[config.mk]
export PLATFORM = sky130hd
export DESIGN_NAME = inst_fetch_queue
export DESIGN_NICKNAME = d
export VERILOG_FILES = /design/src/rtl/inst_fetch_queue.sv
export SDC_FILE = /design/constraint.sdc
export NUM_CORES = 1
export LEC_CHECK = 0
export ABC_AREA = 1
export BUFFER_PORTS_ARGS = -buffer_cell sky130_fd_sc_hd__buf_2
export CAP_MARGIN = 15
export CORE_ASPECT_RATIO = 0.75
export CORE_MARGIN = 2
export CORE_UTILIZATION = 35
export CTS_CLUSTER_DIAMETER = 120
export DETAILED_ROUTE_END_ITERATION = 10
export GPL_TIMING_DRIVEN = 0
export PLACE_DENSITY = 0.62
export SKIP_CTS_REPAIR_TIMING = 1
export SKIP_LAST_GASP = 1
export SYNTH_ARGS = -nofsm -noshare
export SYNTH_HDL_FRONTEND = slang
export SYNTH_SLANG_ARGS = --single-unit
[constraint.sdc]
create_clock -name CLK -period 4.62 [get_ports CLK]
set_input_delay 0.462 -clock CLK [delete_from_list [all_inputs] [get_ports CLK]]
set_output_delay 0.462 -clock CLK [all_outputs]
set_load 0.01 [all_outputs]
[src/rtl/inst_fetch_queue.sv]
// Fetch queue: issues PCs to instruction memory, collects in-order responses, hands {inst, pc} to decode.
// Fill is registered (MemRValid -> InstValid is 1 cycle); stale in-flight responses are dropped after Redirect.
module inst_fetch_queue #(
  parameter int DEPTH = 4,
  parameter int CW    = 3
) (
  input  logic          CLK,
  input  logic          RST,
  input  logic [31:0]   PCIn,
  input  logic          PCValid,
  output logic          PCReady,
  input  logic          Redirect,
  output logic          MemReq,
  output logic [31:0]   MemAddr,
  input  logic          MemGnt,
  input  logic          MemRValid,
  input  logic [31:0]   MemRData,
  output logic          InstValid,
  output logic [31:0]   InstData,
  output logic [31:0]   InstPC,
  input  logic          InstReady,
  output logic          ProtoErr,
  output logic [CW-1:0] Occupancy
);

  localparam int PW = CW - 1;

  logic [31:0]      pc_q   [DEPTH];
  logic [31:0]      data_q [DEPTH];
  logic [DEPTH-1:0] filled_q;
  logic [PW-1:0]    head_q, fill_q, tail_q;
  logic [CW-1:0]    alloc_cnt, drop_cnt;
  logic             proto_err_q;

  logic [CW:0]      budget;
  logic             credit;
  logic [CW-1:0]    filled_cnt, unfilled, redir_total;
  logic             pop, rsp_drop, rsp_fill, rsp_err;

  always_comb begin
    filled_cnt = '0;
    for (int i = 0; i < DEPTH; i++)
      filled_cnt = filled_cnt + CW'(filled_q[i]);
  end

  assign unfilled    = alloc_cnt - filled_cnt;
  assign redir_total = drop_cnt + unfilled;
  assign budget      = {1'b0, alloc_cnt} + {1'b0, drop_cnt};
  assign credit      = budget < (CW+1)'(DEPTH);

  assign MemReq  = PCValid & credit & ~Redirect & ~RST;
  assign MemAddr = {PCIn[31:2], 2'b00};
  assign PCReady = MemReq & MemGnt;

  assign InstValid = filled_q[head_q] & ~Redirect;
  assign InstData  = (alloc_cnt != '0) ? data_q[head_q] : '0;
  assign InstPC    = (alloc_cnt != '0) ? pc_q[head_q]   : '0;
  assign Occupancy = alloc_cnt;
  assign ProtoErr  = proto_err_q;

  assign pop = InstValid & InstReady;

  // Filling is keyed on an unfilled allocated entry existing, so a response
  // with no matching request can never land in an unallocated slot.
  always_comb begin
    rsp_drop = 1'b0;
    rsp_fill = 1'b0;
    rsp_err  = 1'b0;
    if (MemRValid) begin
      if (Redirect)
        rsp_err = (redir_total == '0);
      else if (drop_cnt != '0)
        rsp_drop = 1'b1;
      else if (unfilled != '0)
        rsp_fill = 1'b1;
      else
        rsp_err = 1'b1;
    end
  end

  always_ff @(posedge CLK or posedge RST) begin
    if (RST) begin
      head_q      <= '0;
      fill_q      <= '0;
      tail_q      <= '0;
      alloc_cnt   <= '0;
      drop_cnt    <= '0;
      filled_q    <= '0;
      proto_err_q <= 1'b0;
    end else begin
      if (rsp_err)
        proto_err_q <= 1'b1;
      if (Redirect) begin
        // A response in the redirect cycle retires one of the outstanding requests.
        drop_cnt  <= (MemRValid && redir_total != '0) ? redir_total - CW'(1) : redir_total;
        head_q    <= '0;
        fill_q    <= '0;
        tail_q    <= '0;
        alloc_cnt <= '0;
        filled_q  <= '0;
      end else begin
        if (PCReady) begin
          filled_q[tail_q] <= 1'b0;
          tail_q           <= tail_q + PW'(1);
        end
        if (rsp_fill) begin
          filled_q[fill_q] <= 1'b1;
          fill_q           <= fill_q + PW'(1);
        end
        if (pop) begin
          filled_q[head_q] <= 1'b0;
          head_q           <= head_q + PW'(1);
        end
        if (rsp_drop)
          drop_cnt <= drop_cnt - CW'(1);
        alloc_cnt <= alloc_cnt + CW'(PCReady) - CW'(pop);
      end
    end
  end

  // Payload storage needs no reset; InstData/InstPC are masked while empty.
  always_ff @(posedge CLK) begin
    if (PCReady)
      pc_q[tail_q] <= PCIn;
    if (rsp_fill)
      data_q[fill_q] <= MemRData;
  end

endmodule

==> out/results.ini, run 1 <==
[route]
via_count = 7906
first_iter_violations = 535
avgViaCountPerCell = 4.734
wl_per_cell_um = 17.14
wl_um = 28620
antenna_left = 0
post-route-drc-count = 0
drtPass1Iterations = 5

[place]
portBuffers = 171
place_ws_ps = 166.8
place_area_um2 = 13280
gp_congestion = 0.7561
dp_hpwl_um = 18590
placedCellCount = 1614

[timing]
worst_pin_slew_ps = 845.5
fin_ws_ps = 206.3
setup_viol = 0
period_needed_ps = 4414
fin_setup_tns_ps = 0
final_max_slew_viol_count = 0
skew_ps = 21.23
maxSlewHeadroom_pct = 43.55
max_freq_mhz = 226.6
period_share_pct = 95.53
grt_setup_unrepaired = yes
final_hold_viol_count = 0

[setup_path]
cp-start-kind = flop
r2r_cells = 17
rr_startpoint = filled_q[2]$_DFF_PP0_
regToRegSetupSlack_ps = 210
path_cells = fa_1 -> fa_1 -> fa_1 -> ha_2 -> nor2_2 -> fa_1 -> inv_2 -> fa_2 -> inv_2 -> ha_1 -> ha_2 -> nor2_2 -> nand2_1 -> nand3_1 -> o21ai_1 -> nor2_1 -> a21oi_1
arrival_ps = 4820
worstSetupEndpointType = flop
worst-setup-path-type = reg -> reg
cpPeakStageDelay_ps = 610
r2r-end = drop_cnt[1]$_DFFE_PP0P_
critPathRequiredTime_ps = 5030
cp_slowest_cell = fa_1
crit_path_max_fanout = 3
cpMostUsedCell = fa_1

[floorplan]
die_w_um = 215.6
die-area_um2 = 35080
rows = 58
chipHeight_um = 162.7
coreArea_um2 = 33310
initial_core_util_pct = 35.29
ios = 174

[grt]
first_global_vias = 7602
grt_pass1_wl_um = 43510
gr-total-overflow = 0
antenna_found_initial = 2
grt_util_all_layers_pct = 16.16
grt_max_degree = 33

[cells_and_area]
fin_area_um2 = 14290
layout.cells.most_common = nor2_1
nNetsFinal = 1300
final_cells = 1670
seqCellArea_um2 = 8113
drive_gt1_share_pct = 27.54
area_growth_pct = 21.54
mostFrequentLayoutCells = 269 x nor2_1, 256 x edfxtp_1, 192 x buf_2
diodes = 0
multi_input_area_um2 = 2968
nFillCells = 3075

[status]
outcome = finished clean

[clock_network]
cts_tree = built
cts_buffers = 28
cts_sinks = 273
path_clk_slew_ps = 70
cts_max_level = 1
cts_buffer_depth = 3
clock_tree.root_cell = clkbuf_16
clk_latency_ps = 560

[synthesis]
synth.yosys.warnings = 0
syn_area_per_cell_um2 = 11.90
synth_area_um2 = 11750
netlist_instances = 988
synth-seq-cells = 273
synth_cell_types = 31
synth_seq_area_share_pct = 69.02

[power]
p_per_area_nw_per_um2 = 388.7
fin_total_pwr_mw = 5.552
ir_drop_v = 0.0002301
p_leak_nw = 5.589

[flow_run]
drv_cap = 0

[hold_path]
hp-class = in -> async

final cells by class:
cell class | count | area share (%)
plain buffers | 83 | 3.845
flip-flops and latches | 273 | 56.79
clock inverters | 22 | 1.507
multi-input cells | 587 | 20.78
clock buffers | 29 | 5.080
inverters | 46 | 1.244
repair buffers | 180 | 6.814
well taps | 450 | 3.941
metrics by stage:
step                      util [%]  hold slack, ps
after floorplan                  -           388.1
after global placement       39.56           462.4
after detailed placement     39.87           463.6
after CTS                    42.70           33.76
after global routing         42.89           85.25
final                        42.89           32.10
worst max path at each step:
stage / startpoint / to / cells past startpoint
floorplan: filled_q[1]$_DFF_PP0_ / data_q[0][0]$_DFFE_PP_ / 12
global placement: filled_q[1]$_DFF_PP0_ / data_q[0][30]$_DFFE_PP_ / 12
detailed placement: filled_q[1]$_DFF_PP0_ / drop_cnt[1]$_DFFE_PP0P_ / 20
CTS: filled_q[1]$_DFF_PP0_ / drop_cnt[1]$_DFFE_PP0P_ / 20
global route: filled_q[2]$_DFF_PP0_ / drop_cnt[1]$_DFFE_PP0P_ / 20
finish: filled_q[2]$_DFF_PP0_ / drop_cnt[1]$_DFFE_PP0P_ / 17
registers in the layout, indices dropped and copies added (netlist names):
register,cells
data_q,128
pc_q,128
filled_q,4
Occupancy,3
drop_cnt,3
fill_q,2
head_q,2
tail_q,2
ProtoErr,1
cells in the mapped netlist (all sizes together):
| master | count | area share, % |
|---|---|---|
| clkbuf | 14 | 0.52 |
| edfxtp | 256 | 65 |
| nor3 | 1 | 0.14 |
| nor2 | 279 | 9.0 |
| conb | 1 | 0.032 |
| xor2 | 1 | 0.075 |
| dfrtp | 17 | 3.6 |
| fa | 7 | 1.2 |
| buf | 69 | 4.2 |
| ha | 23 | 2.4 |
| inv | 46 | 1.5 |
| o21ai | 137 | 5.8 |
| nand3 | 14 | 0.89 |
| a22oi | 1 | 0.064 |
| o21bai | 1 | 0.064 |
| xnor2 | 1 | 0.075 |
| or2 | 1 | 0.053 |
| nand4 | 8 | 0.43 |
| a21oi | 74 | 3.2 |
| nand2 | 37 | 1.3 |
worst max-delay path: cells and delay by family (launching register included):
family,cells,cell delay (ps)
AO/OA/AOI/OAI,2,110
adder cells (fa/ha/maj),8,3260
buffers and inverters,2,80
flip-flops,1,430
AND/OR/NAND/NOR,5,390
where the power goes:
group / total (mW) / switching [mW] / internal (mW)
combinational: 0.478 / 0.295 / 0.184
sequential: 2.76 / 0.0259 / 2.74
clock: 2.31 / 0.949 / 1.36
cells by family (layout without fill, tap and decap cells):
group,Yosys count,count (layout),share of synthesized area (%)
xor gates and xnor gates,2,2,0.1491
and+or+nand+nor,340,340,11.86
AOI/OAI and AO/OA,213,213,9.112
adders and majority gates,30,30,3.641
DFF,273,273,69.02
other,1,2,0.03190
buffers and inverters,129,360,6.185
per-layer routing:
layer / part of all wire, % / global-route usage [%] / vias to the layer above
li1: - / - / 3810
met1: 46 / 22.97 / 3797
met2: 45 / 25.99 / 261
met3: 6.4 / 3.175 / 36
met4: 1.6 / 3.135 / 2
met5: 0.045 / 0 / -
(Power assumes the default switching activity.)
==> inputs of run 2 (changes only) <==
clock period = 4.06 ns   (was 4.62 ns; I/O delays follow)
==> run 2 against run 1 <==
Net effect: the flow now finishes with violations (hold timing, setup timing); sequential cell count is the same; routed wire length rose by 4.2%; combinational power is 28% higher; maximum frequency is 1.1% lower; critical path depth is 1 lower; critical path type unchanged.
==> out/results.ini, run 2 (same netlist as run 1, synthesis figures left out) <==
[clock_network]
cts_sinks = 273  ; unchanged
clock_tree.root_cell = clkbuf_16  ; unchanged
path_clk_slew_ps = 70  ; about the same
cts_tree = built  ; unchanged
clk_latency_ps = 560  ; about the same
cts_max_level = 1  ; unchanged
cts_buffer_depth = 3  ; unchanged
cts_buffers = 28  ; unchanged

[floorplan]
rows = 58  ; unchanged
die-area_um2 = 35080  ; unchanged
coreArea_um2 = 33310  ; unchanged
ios = 174  ; unchanged
die_w_um = 215.6  ; unchanged
chipHeight_um = 162.7  ; unchanged
initial_core_util_pct = 35.29  ; unchanged

[power]
seq_power_share_pct = 50.3  ; was 49.8%
p_int_mw = 4.779  ; was 4.283 mW
power_switching_share_pct = 23.60  ; was 22.86%
ir_drop_v = 0.0002777  ; was 0.0002301 V
clock_power_share_pct = 40.0  ; was 41.6%
switching_power_mw = 1.476  ; was 1.269 mW
p_per_area_nw_per_um2 = 429.0  ; was 388.7 nW/µm²
p_leak_nw = 5.743  ; was 5.589 nW
pwr-share-comb_pct = 9.7  ; was 8.6%

[route]
antenna_left = 0  ; unchanged
wl_um = 29830  ; was 28,620 µm
post-route-drc-count = 0  ; unchanged
avgViaCountPerCell = 4.710  ; was 4.734
wl_per_cell_um = 17.65  ; was 17.14 µm
first_iter_violations = 652  ; was 535
drtPass1Iterations = 4  ; was 5
via_count = 7960  ; was 7,906

[grt]
antenna_found_initial = 0  ; was 2
grt_max_degree = 33  ; unchanged
first_global_vias = 7407  ; was 7,602
grt_pass1_wl_um = 43500  ; was 43,510 µm
gr-total-overflow = 0  ; unchanged
grt_util_all_layers_pct = 16.20  ; was 16.16%

[cells_and_area]
mostFrequentLayoutCells = 269 x nor2_1, 256 x edfxtp_1, 192 x buf_2  ; unchanged
final_cells = 1690  ; was 1,670
nNetsFinal = 1320  ; was 1,300
largestRegisters = data_q (128), pc_q (128), filled_q (4)  ; unchanged
area_growth_pct = 24.05  ; was 21.54%
drive_gt1_share_pct = 29.35  ; was 27.54%
layout.cells.most_common = nor2_1  ; unchanged
fin_area_um2 = 14580  ; was 14,290 µm²
diodes = 0  ; unchanged

[setup_path]
worstSetupEndpointType = flop  ; unchanged
worst-setup-path-type = reg -> reg  ; unchanged
cp-start-kind = flop  ; unchanged
critPathRequiredTime_ps = 4500  ; was 5030 ps
crit_path_max_fanout = 4  ; was 3
cp_slowest_cell = fa_1  ; unchanged
path_cells = fa_1 -> fa_1 -> fa_1 -> ha_2 -> nor2_2 -> fa_2 -> inv_2 -> fa_2 -> inv_1 -> ha_2 -> ha_4 -> inv_2 -> nand2_4 -> nor2_1 -> o21ai_1 -> a22oi_1  ; was fa_1 -> fa_1 -> fa_1 -> ha_2 -> nor2_2 -> fa_1 -> inv_2 -> fa_2 -> inv_2 -> ha_1 -> ha_2 -> nor2_2 -> nand2_1 -> nand3_1 -> o21ai_1 -> nor2_1 -> a21oi_1
cpMostUsedCell = fa_1  ; unchanged
cpPeakStageDelay_ps = 620  ; was 610 ps
arrival_ps = 4910  ; was 4820 ps

[timing]
period_needed_ps = 4463  ; was 4414 ps
maxSlewHeadroom_pct = 44.16  ; was 43.55%
final_hold_viol_count = 15  ; was 0
max_freq_mhz = 224.1  ; was 226.6 MHz
final_max_slew_viol_count = 0  ; unchanged
holdWs_ps = -27.41  ; was 32.10 ps
fin_ws_ps = -402.6  ; was 206.3 ps
period_share_pct = 109.9  ; was 95.53%
skew_ps = 34.01  ; was 21.23 ps
setup_viol = 53  ; was 0
grt_setup_unrepaired = yes  ; unchanged
worst_pin_slew_ps = 836.4  ; was 845.5 ps

[place]
gp_congestion = 0.7383  ; was 0.7561
place_area_um2 = 13290  ; was 13,280 µm²
dp_hpwl_um = 18530  ; was 18,590 µm
portBuffers = 171  ; unchanged
place_ws_ps = -343.8  ; was 166.8 ps
placedCellCount = 1614  ; unchanged

[status]
violations = hold timing, setup timing
outcome = complete, but fails checks  ; was finished clean

[flow_run]
drv_cap = 0  ; unchanged

[hold_path]
hp-class = in -> async  ; unchanged

## run 2: changes by cell type in the layout (fill, tap and decap cells not counted), moves of 4 or more
cell	previous run	this run
buf_6	6	15
clkinv_1	9	5
buf_4	47	51
clkbuf_1	7	11
clkbuf_16	29	34
## run 2: power groups by stage
| stage | logic (mW) | registers (mW) | clock network [mW] |
|---|---|---|---|
| after floorplan | 0.316 | 3.20 | 0 |
| after global placement | 0.520 | 3.20 | 0 |
| after detailed placement | 0.532 | 3.20 | 0 |
| after CTS | 0.536 | 3.14 | 2.55 |
| after global routing | 0.689 | 3.15 | 2.66 |
| final | 0.610 | 3.14 | 2.50 |
## run 2: final cells by class
class	instances	area, µm²
inverters	46	177.7
flip-flops and latches	273	8113
repair buffers	200	1270
multi-input cells	587	3023
well taps	450	563.0
fillers	3080	18730
clock inverters	18	143.9
plain buffers	83	549.3
clock buffers	33	740.7
## run 2: worst paths after layout
check | cells past startpoint | slack, ps | from | to
min in group CLK | 1 | 70 | MemRData[31] | data_q[0][31]$_DFFE_PP_
setup reg to reg | 16 | -400 | filled_q[3]$_DFF_PP0_ | drop_cnt[0]$_DFFE_PP0P_
max in group asynchronous | 2 | 3600 | RST | head_q[0]$_DFFE_PP0P_
hold reg to reg | 1 | 490 | ProtoErr$_DFFE_PP0P_ | ProtoErr$_DFFE_PP0P_
setup / recovery | 16 | -400 | filled_q[3]$_DFF_PP0_ | drop_cnt[0]$_DFFE_PP0P_
hold / removal | 2 | -30 | RST | head_q[1]$_DFFE_PP0P_
## run 2: worst max-delay path, delay by kind of cell, from the launching register on
family | cells | cell delay [ps]
flops | 1 | 420
compound gates | 2 | 270
simple gates | 3 | 190
buf+inv | 3 | 160
fa+ha+maj | 8 | 3300
## run 2: stage by stage
step,power [mW],setup TNS (ps),utilization (%)
floorplan,3.514,-25690,-
global placement,3.722,-141070,39.57
detailed placement,3.734,-15740,39.90
CTS,6.228,-17060,42.55
global route,6.496,-13980,43.77
finish,6.255,-2897,43.77
## run 2: metal layers
metal | wire, µm | vias to the layer above | global-route usage (%)
met5 | 0 | - | 0
met4 | 488 | 0 | 2.665
met3 | 1576 | 36 | 3.063
met2 | 13830 | 245 | 25.68
met1 | 13930 | 3822 | 23.60
li1 | - | 3857 | -
